[config.mk]
export PLATFORM = sky130hd
export DESIGN_NAME = clock_tap_tracker
export DESIGN_NICKNAME = d
export VERILOG_FILES = /design/src/rtl/clock_tap_tracker.sv
export SDC_FILE = /design/constraint.sdc
export NUM_CORES = 1
export LEC_CHECK = 0
export ABC_AREA = 1
export CORE_MARGIN = 4
export CORE_UTILIZATION = 50
export CTS_BUF_LIST = sky130_fd_sc_hd__clkbuf_4 sky130_fd_sc_hd__clkbuf_8
export CTS_CLUSTER_SIZE = 25
export DETAILED_ROUTE_END_ITERATION = 10
export PLACE_DENSITY = 0.71
export SLEW_MARGIN = 20
export SYNTH_ARGS = -nofsm -noshare
export SYNTH_HDL_FRONTEND = slang
export SYNTH_SLANG_ARGS = --single-unit
export TNS_END_PERCENT = 50
[constraint.sdc]
create_clock -name eclk -period 3.1 [get_ports eclk]
set_input_delay 0.465 -clock eclk [delete_from_list [all_inputs] [get_ports eclk]]
set_output_delay 0.465 -clock eclk [all_outputs]
set_load 0.1 [all_outputs]
[src/rtl/clock_tap_tracker.sv]
// clock_tap_tracker
// Closed-loop controller for the phi0 delay-line tap. Averages phase samples
// from clock_difference, steps the tap by +/-1 toward TARGET, and reports
// lock status. Manual up/down pulses override the loop at any time.
module clock_tap_tracker #(
  parameter int TAP_W       = 9,
  parameter int TAP_INITIAL = 50,
  parameter int TAP_MIN     = 0,
  parameter int TAP_MAX     = 499,
  parameter int TARGET      = 0,
  parameter int DEADBAND    = 2,
  parameter int AVG_LOG2    = 3,
  parameter int HOLDOFF     = 4,
  parameter int LOCK_COUNT  = 4
) (
  input  logic             eclk,
  input  logic             ereset,
  input  logic             auto_en,
  input  logic             diff_valid,
  input  logic [15:0]      diffticks,
  input  logic             man_up,
  input  logic             man_dn,
  output logic [TAP_W-1:0] tap,
  output logic             locked,
  output logic             tap_step,
  output logic [15:0]      avg_err
);

  localparam int ACC_W = 16 + AVG_LOG2;
  localparam int CNT_W = AVG_LOG2 + 1;

  localparam logic [CNT_W-1:0]  CNT_LAST_C = CNT_W'(2**AVG_LOG2 - 1);
  localparam logic [TAP_W-1:0]  TAP_INIT_C = TAP_W'(TAP_INITIAL);
  localparam logic [TAP_W-1:0]  TAP_MIN_C  = TAP_W'(TAP_MIN);
  localparam logic [TAP_W-1:0]  TAP_MAX_C  = TAP_W'(TAP_MAX);
  localparam logic [TAP_W-1:0]  TAP_ONE_C  = TAP_W'(1);
  localparam logic signed [16:0] TARGET_C  = 17'(TARGET);
  localparam logic signed [16:0] DB_POS_C  = 17'(DEADBAND);
  localparam logic signed [16:0] DB_NEG_C  = 17'(-DEADBAND);
  localparam logic [7:0]        HOLD_C     = 8'(HOLDOFF);
  localparam logic [7:0]        RUN_MAX_C  = 8'(LOCK_COUNT);

  typedef enum logic [1:0] {
    ST_HOLD  = 2'd0,
    ST_ACCUM = 2'd1,
    ST_EVAL  = 2'd2
  } state_t;

  // Saturate a 17-bit signed error to the 16-bit display range.
  function automatic logic [15:0] sat16(input logic signed [16:0] v);
    logic [15:0] r;
    if (v[16] != v[15]) begin
      r = v[16] ? 16'h8000 : 16'h7fff;
    end else begin
      r = v[15:0];
    end
    return r;
  endfunction

  state_t                   state_r,    state_s;
  logic [7:0]               hold_r,     hold_s;
  logic signed [ACC_W-1:0]  acc_r,      acc_s;
  logic [CNT_W-1:0]         cnt_r,      cnt_s;
  logic [7:0]               run_r,      run_s;
  logic [TAP_W-1:0]         tap_r,      tap_s;
  logic                     locked_r,   locked_s;
  logic                     tap_step_r, tap_step_s;
  logic [15:0]              avg_err_r,  avg_err_s;

  logic [ACC_W-1:0]         sample_ext_s;
  logic [15:0]              avg_s;
  logic signed [16:0]       err_s;
  logic                     want_up_s;
  logic                     want_dn_s;
  logic                     on_target_s;
  logic                     can_up_s;
  logic                     can_dn_s;

  // Datapath: sign-extended sample, floor average (arithmetic shift) and error.
  assign sample_ext_s = {{AVG_LOG2{diffticks[15]}}, diffticks};
  assign avg_s        = acc_r[AVG_LOG2 +: 16];
  assign err_s        = $signed({avg_s[15], avg_s}) - TARGET_C;
  assign want_up_s    = (err_s > DB_POS_C);
  assign want_dn_s    = (err_s < DB_NEG_C);
  assign on_target_s  = !want_up_s && !want_dn_s;
  assign can_up_s     = (tap_r < TAP_MAX_C);
  assign can_dn_s     = (tap_r > TAP_MIN_C);

  // Next-state and output logic: loop FSM first, manual pulses override last.
  always_comb begin
    state_s    = state_r;
    hold_s     = hold_r;
    acc_s      = acc_r;
    cnt_s      = cnt_r;
    run_s      = run_r;
    tap_s      = tap_r;
    locked_s   = locked_r;
    tap_step_s = 1'b0;
    avg_err_s  = avg_err_r;

    case (state_r)
      ST_HOLD: begin
        if (hold_r == 8'd0) begin
          state_s = ST_ACCUM;
          acc_s   = '0;
          cnt_s   = '0;
        end else if (diff_valid) begin
          hold_s = hold_r - 8'd1;
          if (hold_r == 8'd1) begin
            state_s = ST_ACCUM;
            acc_s   = '0;
            cnt_s   = '0;
          end else begin
            state_s = ST_HOLD;
          end
        end else begin
          state_s = ST_HOLD;
        end
      end

      ST_ACCUM: begin
        if (diff_valid) begin
          acc_s = acc_r + $signed(sample_ext_s);
          cnt_s = cnt_r + {{(CNT_W-1){1'b0}}, 1'b1};
          if (cnt_r == CNT_LAST_C) begin
            state_s = ST_EVAL;
          end else begin
            state_s = ST_ACCUM;
          end
        end else begin
          state_s = ST_ACCUM;
        end
      end

      ST_EVAL: begin
        avg_err_s = sat16(err_s);
        acc_s     = '0;
        cnt_s     = '0;
        if (auto_en && ((want_up_s && can_up_s) || (want_dn_s && can_dn_s))) begin
          // A step invalidates the running average; wait for the line to settle.
          tap_s      = want_up_s ? (tap_r + TAP_ONE_C) : (tap_r - TAP_ONE_C);
          tap_step_s = 1'b1;
          run_s      = 8'd0;
          locked_s   = 1'b0;
          hold_s     = HOLD_C;
          state_s    = ST_HOLD;
        end else if (on_target_s) begin
          run_s    = (run_r < RUN_MAX_C) ? (run_r + 8'd1) : run_r;
          locked_s = auto_en && (run_s >= RUN_MAX_C);
          state_s  = ST_ACCUM;
        end else begin
          // Off target but unable to step (bound or loop disabled).
          run_s    = 8'd0;
          locked_s = 1'b0;
          state_s  = ST_ACCUM;
        end
      end

      default: begin
        state_s = ST_HOLD;
        hold_s  = HOLD_C;
        acc_s   = '0;
        cnt_s   = '0;
      end
    endcase

    // Manual override: exactly one of up/down restarts the loop from HOLD.
    case ({man_up, man_dn})
      2'b10: begin
        if (can_up_s) begin
          tap_s      = tap_r + TAP_ONE_C;
          tap_step_s = 1'b1;
        end else begin
          tap_s      = tap_r;
          tap_step_s = 1'b0;
        end
        locked_s = 1'b0;
        run_s    = 8'd0;
        state_s  = ST_HOLD;
        hold_s   = HOLD_C;
        acc_s    = '0;
        cnt_s    = '0;
      end
      2'b01: begin
        if (can_dn_s) begin
          tap_s      = tap_r - TAP_ONE_C;
          tap_step_s = 1'b1;
        end else begin
          tap_s      = tap_r;
          tap_step_s = 1'b0;
        end
        locked_s = 1'b0;
        run_s    = 8'd0;
        state_s  = ST_HOLD;
        hold_s   = HOLD_C;
        acc_s    = '0;
        cnt_s    = '0;
      end
      default: begin
        locked_s = locked_s;
      end
    endcase
  end

  // State and output registers with synchronous reset.
  always_ff @(posedge eclk) begin
    if (ereset) begin
      state_r    <= ST_HOLD;
      hold_r     <= HOLD_C;
      acc_r      <= '0;
      cnt_r      <= '0;
      run_r      <= 8'd0;
      tap_r      <= TAP_INIT_C;
      locked_r   <= 1'b0;
      tap_step_r <= 1'b0;
      avg_err_r  <= 16'd0;
    end else begin
      state_r    <= state_s;
      hold_r     <= hold_s;
      acc_r      <= acc_s;
      cnt_r      <= cnt_s;
      run_r      <= run_s;
      tap_r      <= tap_s;
      locked_r   <= locked_s;
      tap_step_r <= tap_step_s;
      avg_err_r  <= avg_err_s;
    end
  end

  assign tap      = tap_r;
  assign locked   = locked_r;
  assign tap_step = tap_step_r;
  assign avg_err  = avg_err_r;

endmodule
== Yosys cells after proc, flatten, opt, wreduce, memory -nomap -nowiden ==
Cells that the tools add are included.
Word-level totals
  register bits after elaboration: 68
  bits in latches: 0
  RAM bits: 0
  ROM bits: 0
  input bits: 22
  output and inout port bits: 27
  logic and storage cells: 89
  memories kept: 0
Cells by class
  add/sub/neg operators: 6
  multipliers: 0
  divide/modulo/power cells: 0
  order comparisons: 6
  equality and inequality tests: 14
  shifts and indexed selects: 0
  muxes and demuxes: 37
  bitwise gates (word level): 1
  reductions and logical operators: 16
Operators by type and width (count)
  19-bit 2-to-1 mux: 4
  8-bit 2-to-1 mux: 6
  9-bit 2-to-1 mux: 5
  19-bit one-hot mux with 2 select lines: 1
  8-bit one-hot mux with 3 select lines: 1
  19-bit by 16-bit adder with 19-bit output: 1
  9-bit one-hot mux with 2 select lines: 1
  16-bit by 3-bit greater-than comparator with 1-bit output (second input constant): 1
  16-bit by 2-bit less-than comparator with 1-bit output (second input constant): 1
  4-bit 2-to-1 mux: 4
  2-bit inequality test (second input constant): 6
  9-bit by 1-bit adder with 9-bit output (second input constant): 1
  9-bit by 1-bit greater-than comparator with 1-bit output (second input constant): 1
  9-bit less-than comparator (second input constant): 1
  9-bit by 1-bit subtractor with 9-bit output (second input constant): 1
  8-bit by 1-bit adder with 8-bit output (second input constant): 1
  8-bit by 1-bit == test with 1-bit output (second input constant): 1
  8-bit by 3-bit greater-or-equal comparator with 1-bit output (second input constant): 1
  8-bit zero test: 1
  8-bit by 3-bit less-than comparator with 1-bit output (second input constant): 1
  1-bit 2-to-1 mux: 8
  2-bit 2-to-1 mux: 4
  4-bit one-hot mux with 2 select lines: 1
  4-bit AND reduction: 2
  other kinds (16): 25

== Logic depth before layout (Yosys ltp) ==
Gate-level depths: netlist (run 1).
  word-level depth: 7
  depth in mapped cells: 14
  gate-level depth less buffers: 13

== Worst setup path before layout (run 1) ==
OpenSTA, ideal clock, no wires.
  path kind: reg-to-reg
  from: reg tap_r[0], in the netlist tap[0]
  to: reg tap_r[5], in the netlist tap[5]
  library setup time: 129 ps
  data arrival time: 2272 ps
  required time: 2971 ps
  path slack: 699 ps
  stages on the path, launching flop included: 14
  buffers on the path: 1
  clock period less this slack: 2401 ps
  cell sequence: dfxtp_1 inv_1 ha_1 nand2_4 nor2_4 nand2_2 nand3_2 nand2_2 nand2_4 nand2_4 nand2_4 buf_6 nand2_1 nand3_1
Between the ends
  cells in the longest elaborated chain, start to end: 6
RTL lines
  from (decl): RTL line 65  | logic [TAP_W-1:0] tap_r, tap_s;
  from (signal assigned): RTL line 223  | tap_r <= tap_s;
  parallel branches: the longest is 6 deep, another holds 9-bit by 1-bit subtractor with 9-bit output
Several ways; the timed one is not identified. The select of a mux whose other input is x is not followed.
A chain may end at the register's enable or synchronous reset.

== Worst setup path after layout (run 1) ==
  from: in man_up
  to: reg tap_r[8], in the netlist tap[8]
Between the ends
  cells in the longest elaborated chain, start to end: 3
RTL lines
  from (decl): RTL line 21  | input logic man_up,
  2-bit by 1-bit == test with 1-bit output or 2-bit == test (tied branches): RTL line 168  | case ({man_up, man_dn})
  2-bit inequality test (no line) or 3-bit nonzero test (tied branches)
  4-bit AND reduction (no line)
Parallel ways exist; a longest one is shown, timed or not.

==> impl_metrics.py, run 1 <==
metrics = {
    "clock_network": {
        "root_buffer": "clkbuf_8",
        "cts-resized-gates": 0,
        "insertion_delay_ns": 0.35,
        "clk_pin_slew_ns": 0.08,
        "cts_buffers": 9,
        "cts_hold_buf": 0,
        "numClockSinks": 68,
        "htree_levels": 3,
        "post_cts_buffers": 0,
        "cts_tree": "yes",
        "clock_path_buffers": 2,
    },
    "critical_path": {
        "setup.worst_path.start_class": "primary input",
        "crit_path_start": "man_up",
        "cp_top_family": "buffers and inverters",
        "cpPeakStageDelay_ns": 0.48,
        "cp_data_arrival_time_ns": 2.48,
        "slowest_stage": "clkdlybuf4s50_1",
        "crit_fanout": 13,
        "cp.required_ns": 3.34,
        "crit_buf_inv": 4,
        "critPathKind": "primary input to flip-flop",
        "cp_common_cell": "nor2_1",
        "r2r-start": "acc_r[7]",
        "cp_cell_sequence": "clkdlybuf4s50_1 -> inv_1 -> ha_1 -> inv_1 -> nor2_1 -> clkinv_1 -> o21ai_2 -> a31oi_4 -> nand2_4 -> nor2_1 -> nor2_1",
        "cp-end-kind": "flip-flop",
    },
    "floorplanning": {
        "rows": 34,
        "die_area_mm2": 0.01068,
        "die_h_um": 103.3,
        "ioPinCount": 49,
        "fp.dieW_um": 103.3,
        "coreArea_mm2": 0.008763,
        "initial_core_util_pct": 51.87,
    },
    "timing": {
        "max_freq_mhz": 446.7,
        "rsz0062_at_grt": "false",
        "worst_clock_skew_ns": 0.009768,
        "tightest_slew_ns": 0.5755,
        "slew_headroom_pct": 61.54,
        "post-route-period-util_pct": 72.22,
        "finalCriticalPeriod_ns": 2.239,
        "hold_violations": 0,
        "report.final.slew_viol_count": 0,
        "setup_tns_ns": 0,
        "setup_violations": 0,
    },
    "cells_and_area": {
        "n_fill_cell": 874,
        "final_area_mm2": 0.005274,
        "insertedDiodeCount": 0,
        "final_cells": 855,
        "synthToLayoutAreaGrowth_pct": 16.02,
        "multi_input_area_mm2": 0.002865,
        "seq_area_mm2": 0.001361,
        "fin_nets": 791,
        "drive_gt1_share_pct": 9.237,
    },
    "yosys": {
        "yosys.area.top_type": "dfxtp_1",
        "postSynthAreaPerCell_um2": 6.531,
        "postSynthNetCount": 745,
        "netlist_area_mm2": 0.004546,
        "syn_inst": 696,
        "ys_ff_latch": 68,
        "synth_area_leaders": "dfxtp_1 (30%), nand2_1 (15%), nor2_1 (8.8%)",
        "synth_top_area_share_pct": 29.95,
        "ys_seq_area_share_pct": 29.95,
        "yosys_warnings": 0,
        "synth_cell_types": 37,
    },
    "routing": {
        "wl_met1_um": 5259,
        "antenna_left": 0,
        "detailroute.wirelength.met2_um": 5265,
        "first_pass_iters": 5,
        "drcViolationCount": 0,
        "drt_iter0_drc": 208,
        "drt-total-wl_um": 11320,
        "drt-wirelength-per-cell_um": 13.24,
        "top_layer": "met4",
        "wl_met3_um": 657,
        "via_count": 4563,
        "viasPerCell": 5.337,
    },
    "hold_path": {
        "hp-start": "run_r[4]",
        "hold_class": "flip-flop to flip-flop",
    },
    "pwr": {
        "switching_share_pct": 31.75,
        "seqPwrFrac_pct": 39.9,
        "ir_worst_vdd_mv": 0.2438,
        "p_int_mw": 1.590,
        "pwr_density_cell_mw_per_mm2": 441.7,
        "p_clk_share_pct": 39.3,
        "combPwrFrac_pct": 20.8,
        "switchingPower_mw": 0.7396,
        "power_leakage_nw": 2.466,
    },
    "run": {
        "drv_cap": 0,
    },
    "global_route": {
        "grt_pass1_wl_um": 18640,
        "overflow": 0,
        "antenna_found_initial": 0,
        "grtUsageTotal_pct": 21.90,
        "grt_max_degree": 31,
        "grt_pass1_vias": 4109,
    },
    "placed_design": {
        "io_buffers": 48,
        "placed_cell_area_mm2": 0.005026,
        "gp_congestion": 0.9546,
        "hpwl_um": 8419,
        "dp_cells": 839,
    },
    "run_status": {
        "outcome": "completed",
    },
}
==> worst min-delay path, stage by stage (launching register included) <==
cell	delay, ns
dfxtp_1	0.32
inv_1	0.04
nor2_1	0.04
==> worst paths after layout <==
kind	endpoint	slack (ns)	cells past startpoint
setup / recovery	tap[8]	0.86	11
hold / removal	run_r[4]	0.43	2
setup reg to reg	acc_r[17]	1.15	10
hold reg to reg	run_r[4]	0.43	2
==> placed cells by master, fill, tap and decap left out, types with 2 or more instances in the layout <==
cell type,netlist,layout
ha_1,26,26
buf_4,1,30
dfxtp_1,68,68
xor2_1,15,15
nand2_2,2,2
bufinv_16,0,3
nand3_2,2,2
clkdlybuf4s50_1,0,21
nor3_1,8,8
clkbuf_8,0,9
nor4_1,2,2
xnor2_1,4,4
nor2_1,106,106
o21ai_0,35,35
a21boi_0,6,6
nand3b_1,11,11
a21oi_1,58,58
nand2_1,184,184
or2_2,5,5
nand4_1,3,3
nand3_1,61,61
nor2_4,3,3
nand2_4,6,6
o21ai_1,4,4
inv_1,59,59
clkinv_4,0,2
==> power by group through the flow <==
stage                     logic, mW  registers (mW)  clock network (mW)
after floorplan               0.291            1.03                   0
after global placement        0.473           0.949                   0
after detailed placement      0.480           0.950                   0
after CTS                     0.482           0.930               0.930
after global routing          0.531           0.934               0.963
final                         0.485           0.929               0.915
==> cells in the mapped netlist (all sizes together) <==
master and count:
a21boi 6, a21oi 58, a31oi 2, a41oi 1, buf 7, clkbuf 9, clkinv 1, dfxtp 68
fa 1, ha 26, inv 60, nand2 192, nand3 63, nand3b 11, nand4 3, nor2 110
nor3 8, nor4 2, o2111ai 1, o211ai 1, o21ai 40, o21bai 1, o31ai 1, or2 5
xnor2 4, xor2 15
==> per-layer routing <==
metal | vias to the layer above | GRT usage (%)
met3 | 10 | 2.817
met5 | - | 0
met2 | 134 | 35.98
li1 | 2368 | -
met4 | 0 | 7.669
met1 | 2051 | 29.55
==> state kept, by name (all words and copies together) (netlist names) <==
| name | flops |
|---|---|
| locked | 1 |
| run_r | 8 |
| cnt_r | 4 |
| state_r | 2 |
| avg_err | 16 |
| hold_r | 8 |
| tap | 9 |
| tap_step | 1 |
| acc_r | 19 |
==> metrics by stage <==
stage	hold WS [ns]	util [%]	setup slack (ns)	total power, mW
6_report	0.4321	60.18	0.8613	2.329
5_1_grt	0.4490	60.18	0.6793	2.428
4_1_cts	0.4312	60.18	0.9104	2.342
3_5_place_dp	0.4176	57.35	0.5420	1.430
3_3_place_gp	0.4146	57.35	0.6720	1.422
2_1_floorplan	0.4083	-	0.6986	1.319
==> area by class of cell <==
class / instances / area share (%)
Multi-Input combinational cell: 551 / 54.33
Sequential cell: 68 / 25.81
Timing Repair Buffer: 51 / 8.256
Inverter: 61 / 4.342
Tap cell: 108 / 2.562
Clock buffer: 9 / 2.349
Clock inverter: 7 / 2.349
==> kinds of logic after synthesis <==
group                      after synthesis  share of synthesized area, %
and+or+nand+nor                        394                         38.12
buffers and inverters                   77                         7.019
xor gates and xnor gates                19                         3.661
adders and majority gates               27                         7.597
AOI/OAI and AO/OA                      111                         13.65
DFF                                     68                         29.95
Power figures use the tool's default switching activity.
==> inputs of run 2 (changes only) <==
--- a/config.mk
+++ b/config.mk
@@ -11,7 +11,7 @@
 export CTS_BUF_LIST = sky130_fd_sc_hd__clkbuf_4 sky130_fd_sc_hd__clkbuf_8
 export CTS_CLUSTER_SIZE = 25
 export DETAILED_ROUTE_END_ITERATION = 10
-export PLACE_DENSITY = 0.71
+export PLACE_DENSITY = 0.74
 export SLEW_MARGIN = 20
 export SYNTH_ARGS = -nofsm -noshare
 export SYNTH_HDL_FRONTEND = slang
==> constraint.sdc (replaced) <==
create_clock -name eclk -period 2 [get_ports eclk]
set_input_delay 0.3 -clock eclk [delete_from_list [all_inputs] [get_ports eclk]]
set_output_delay 0.3 -clock eclk [all_outputs]
set_load 0.1 [all_outputs]
==> impl_metrics.py, run 2 (same netlist as run 1, synthesis figures left out) <==
metrics = {
    "run_status": {
        "outcome": "completed",
    },
    "floorplanning": {
        "die_area_mm2": 0.01068,
        "initial_core_util_pct": 51.87,
        "die_h_um": 103.3,
        "rows": 34,
        "ioPinCount": 49,
        "coreArea_mm2": 0.008763,
        "fp.dieW_um": 103.3,
    },
    "pwr": {
        "pwr_density_cell_mw_per_mm2": 591.9,
        "power_leakage_nw": 2.655,
        "ir_worst_vdd_mv": 0.3545,
        "total_power_mw": 3.291,
    },
    "clock_network": {
        "cts_buffers": 9,
        "htree_levels": 3,
        "clock_path_buffers": 2,
        "cts-resized-gates": 0,
        "numClockSinks": 68,
        "clk_pin_slew_ns": 0.07,
        "post_cts_buffers": 0,
        "cts_hold_buf": 0,
        "root_buffer": "clkbuf_8",
        "cts_tree": "yes",
        "insertion_delay_ns": 0.35,
    },
    "routing": {
        "drt_iter0_drc": 185,
        "drt-total-wl_um": 11540,
        "first_pass_iters": 5,
        "via_count": 4734,
        "drt-wirelength-per-cell_um": 12.85,
        "viasPerCell": 5.272,
        "antenna_left": 0,
        "drcViolationCount": 0,
    },
    "timing": {
        "slew_headroom_pct": 66.40,
        "hold_ws_ns": 0.4306,
        "post-route-period-util_pct": 90.72,
        "worst_clock_skew_ns": 0.008976,
        "setup_tns_ns": 0,
        "setup_violations": 0,
        "max_freq_mhz": 551.1,
        "tightest_slew_ns": 0.5040,
        "report.final.slew_viol_count": 0,
        "finalCriticalPeriod_ns": 1.814,
        "hold_violations": 0,
        "worst_slack_ns": 0.1855,
    },
    "cells_and_area": {
        "final_cell_mix": "nand2_1 (183), nor2_1 (104), buf_4 (73)",
        "drive_gt1_share_pct": 16.08,
        "insertedDiodeCount": 0,
        "top_register": "acc_r",
        "synthToLayoutAreaGrowth_pct": 22.32,
        "fin_nets": 834,
        "final_cells": 898,
        "n_fill_cell": 845,
        "final_util_pct": 63.45,
        "largest_register_ff_count": 19,
        "final_area_mm2": 0.005560,
        "layout_commonest_cell": "nand2_1",
    },
    "global_route": {
        "grtUsageTotal_pct": 22.53,
        "antenna_found_initial": 0,
        "overflow": 0,
        "grt_pass1_wl_um": 19550,
        "grt_pass1_vias": 4440,
        "grt_max_degree": 27,
    },
    "placed_design": {
        "gp_congestion": 0.8875,
        "io_buffers": 48,
        "hpwl_um": 8855,
        "dp_cells": 882,
        "placed_cell_area_mm2": 0.005363,
        "place_ws_ns": -0.2371,
    },
    "critical_path": {
        "r2r-start": "acc_r[7]",
        "cp_data_arrival_time_ns": 2.10,
        "setup.worst_path.start_class": "primary input",
        "r2r_cells": 9,
        "critPathKind": "primary input to flip-flop",
        "rrSetupSlack_ns": 0.20,
        "cp-end-kind": "flip-flop",
        "rr_endpoint": "acc_r[17]",
        "cp.required_ns": 2.28,
        "crit_fanout": 4,
    },
    "hold_path": {
        "holdPathStages": 2,
        "min_to": "run_r[5]",
        "hold_class": "flip-flop to flip-flop",
        "hp-start": "run_r[5]",
    },
    "run": {
        "drv_cap": 0,
    },
}
==> run 2: layout make-up <==
class	instances	area, µm²	area share [%]
clock inverter	6	40.04	0.7201
inverter	61	229.0	4.118
clock buffer	10	137.6	2.475
tap	108	135.1	2.430
sequential	68	1375	24.73
timing repair buffer	94	758.2	13.64
multi-input combinational	551	2885	51.89
==> run 2: report_power, final <==
group          leakage (nW)  switching [mW]  internal, mW  total (mW)
Combinational          2.01           0.520         0.296       0.816
Clock                0.0920           0.550         0.481        1.03
Sequential            0.552          0.0540          1.39        1.44
==> run 2: layer usage <==
metal  track usage [%]  vias up  part of all wire [%]
met5                 0        -                     0
li1                  -     2455                     -
met3             4.561       15                   5.7
met1             29.23     2140                    45
met2             38.48      124                    47
met4             5.378        0                   1.4
==> run 2: worst max-delay path, stage by stage <==
cell and delay [ns]:
clkdlybuf4s50_1 0.40, ha_1 0.23, fa_2 0.37, nand3_1 0.11, nand3_2 0.10, nand2_1 0.08
nand2_1 0.11, a21boi_0 0.18, o21ai_1 0.09, a21oi_1 0.12
==> run 2: how the worst max path moves through the flow <==
stage	start	to	slack (ns)	cells past startpoint
final	diffticks[0]	acc_r[8]	0.19	10
after global routing	diffticks[0]	acc_r[16]	-0.002	12
after CTS	hold_r[1]	acc_r[10]	0.10	10
after detailed placement	diffticks[0]	acc_r[16]	-0.24	12
after global placement	diffticks[0]	acc_r[16]	-0.18	12
after floorplan	tap[1]	tap[3]	0.01	13
==> inputs of run 3 (changes only) <==
--- a/config.mk
+++ b/config.mk
@@ -12,7 +12,6 @@
 export CTS_CLUSTER_SIZE = 25
 export DETAILED_ROUTE_END_ITERATION = 10
 export PLACE_DENSITY = 0.74
-export SLEW_MARGIN = 20
 export SYNTH_ARGS = -nofsm -noshare
 export SYNTH_HDL_FRONTEND = slang
 export SYNTH_SLANG_ARGS = --single-unit
==> results of run 3 <==
The final DEF is identical to that of run 2; final timing and power are the same.
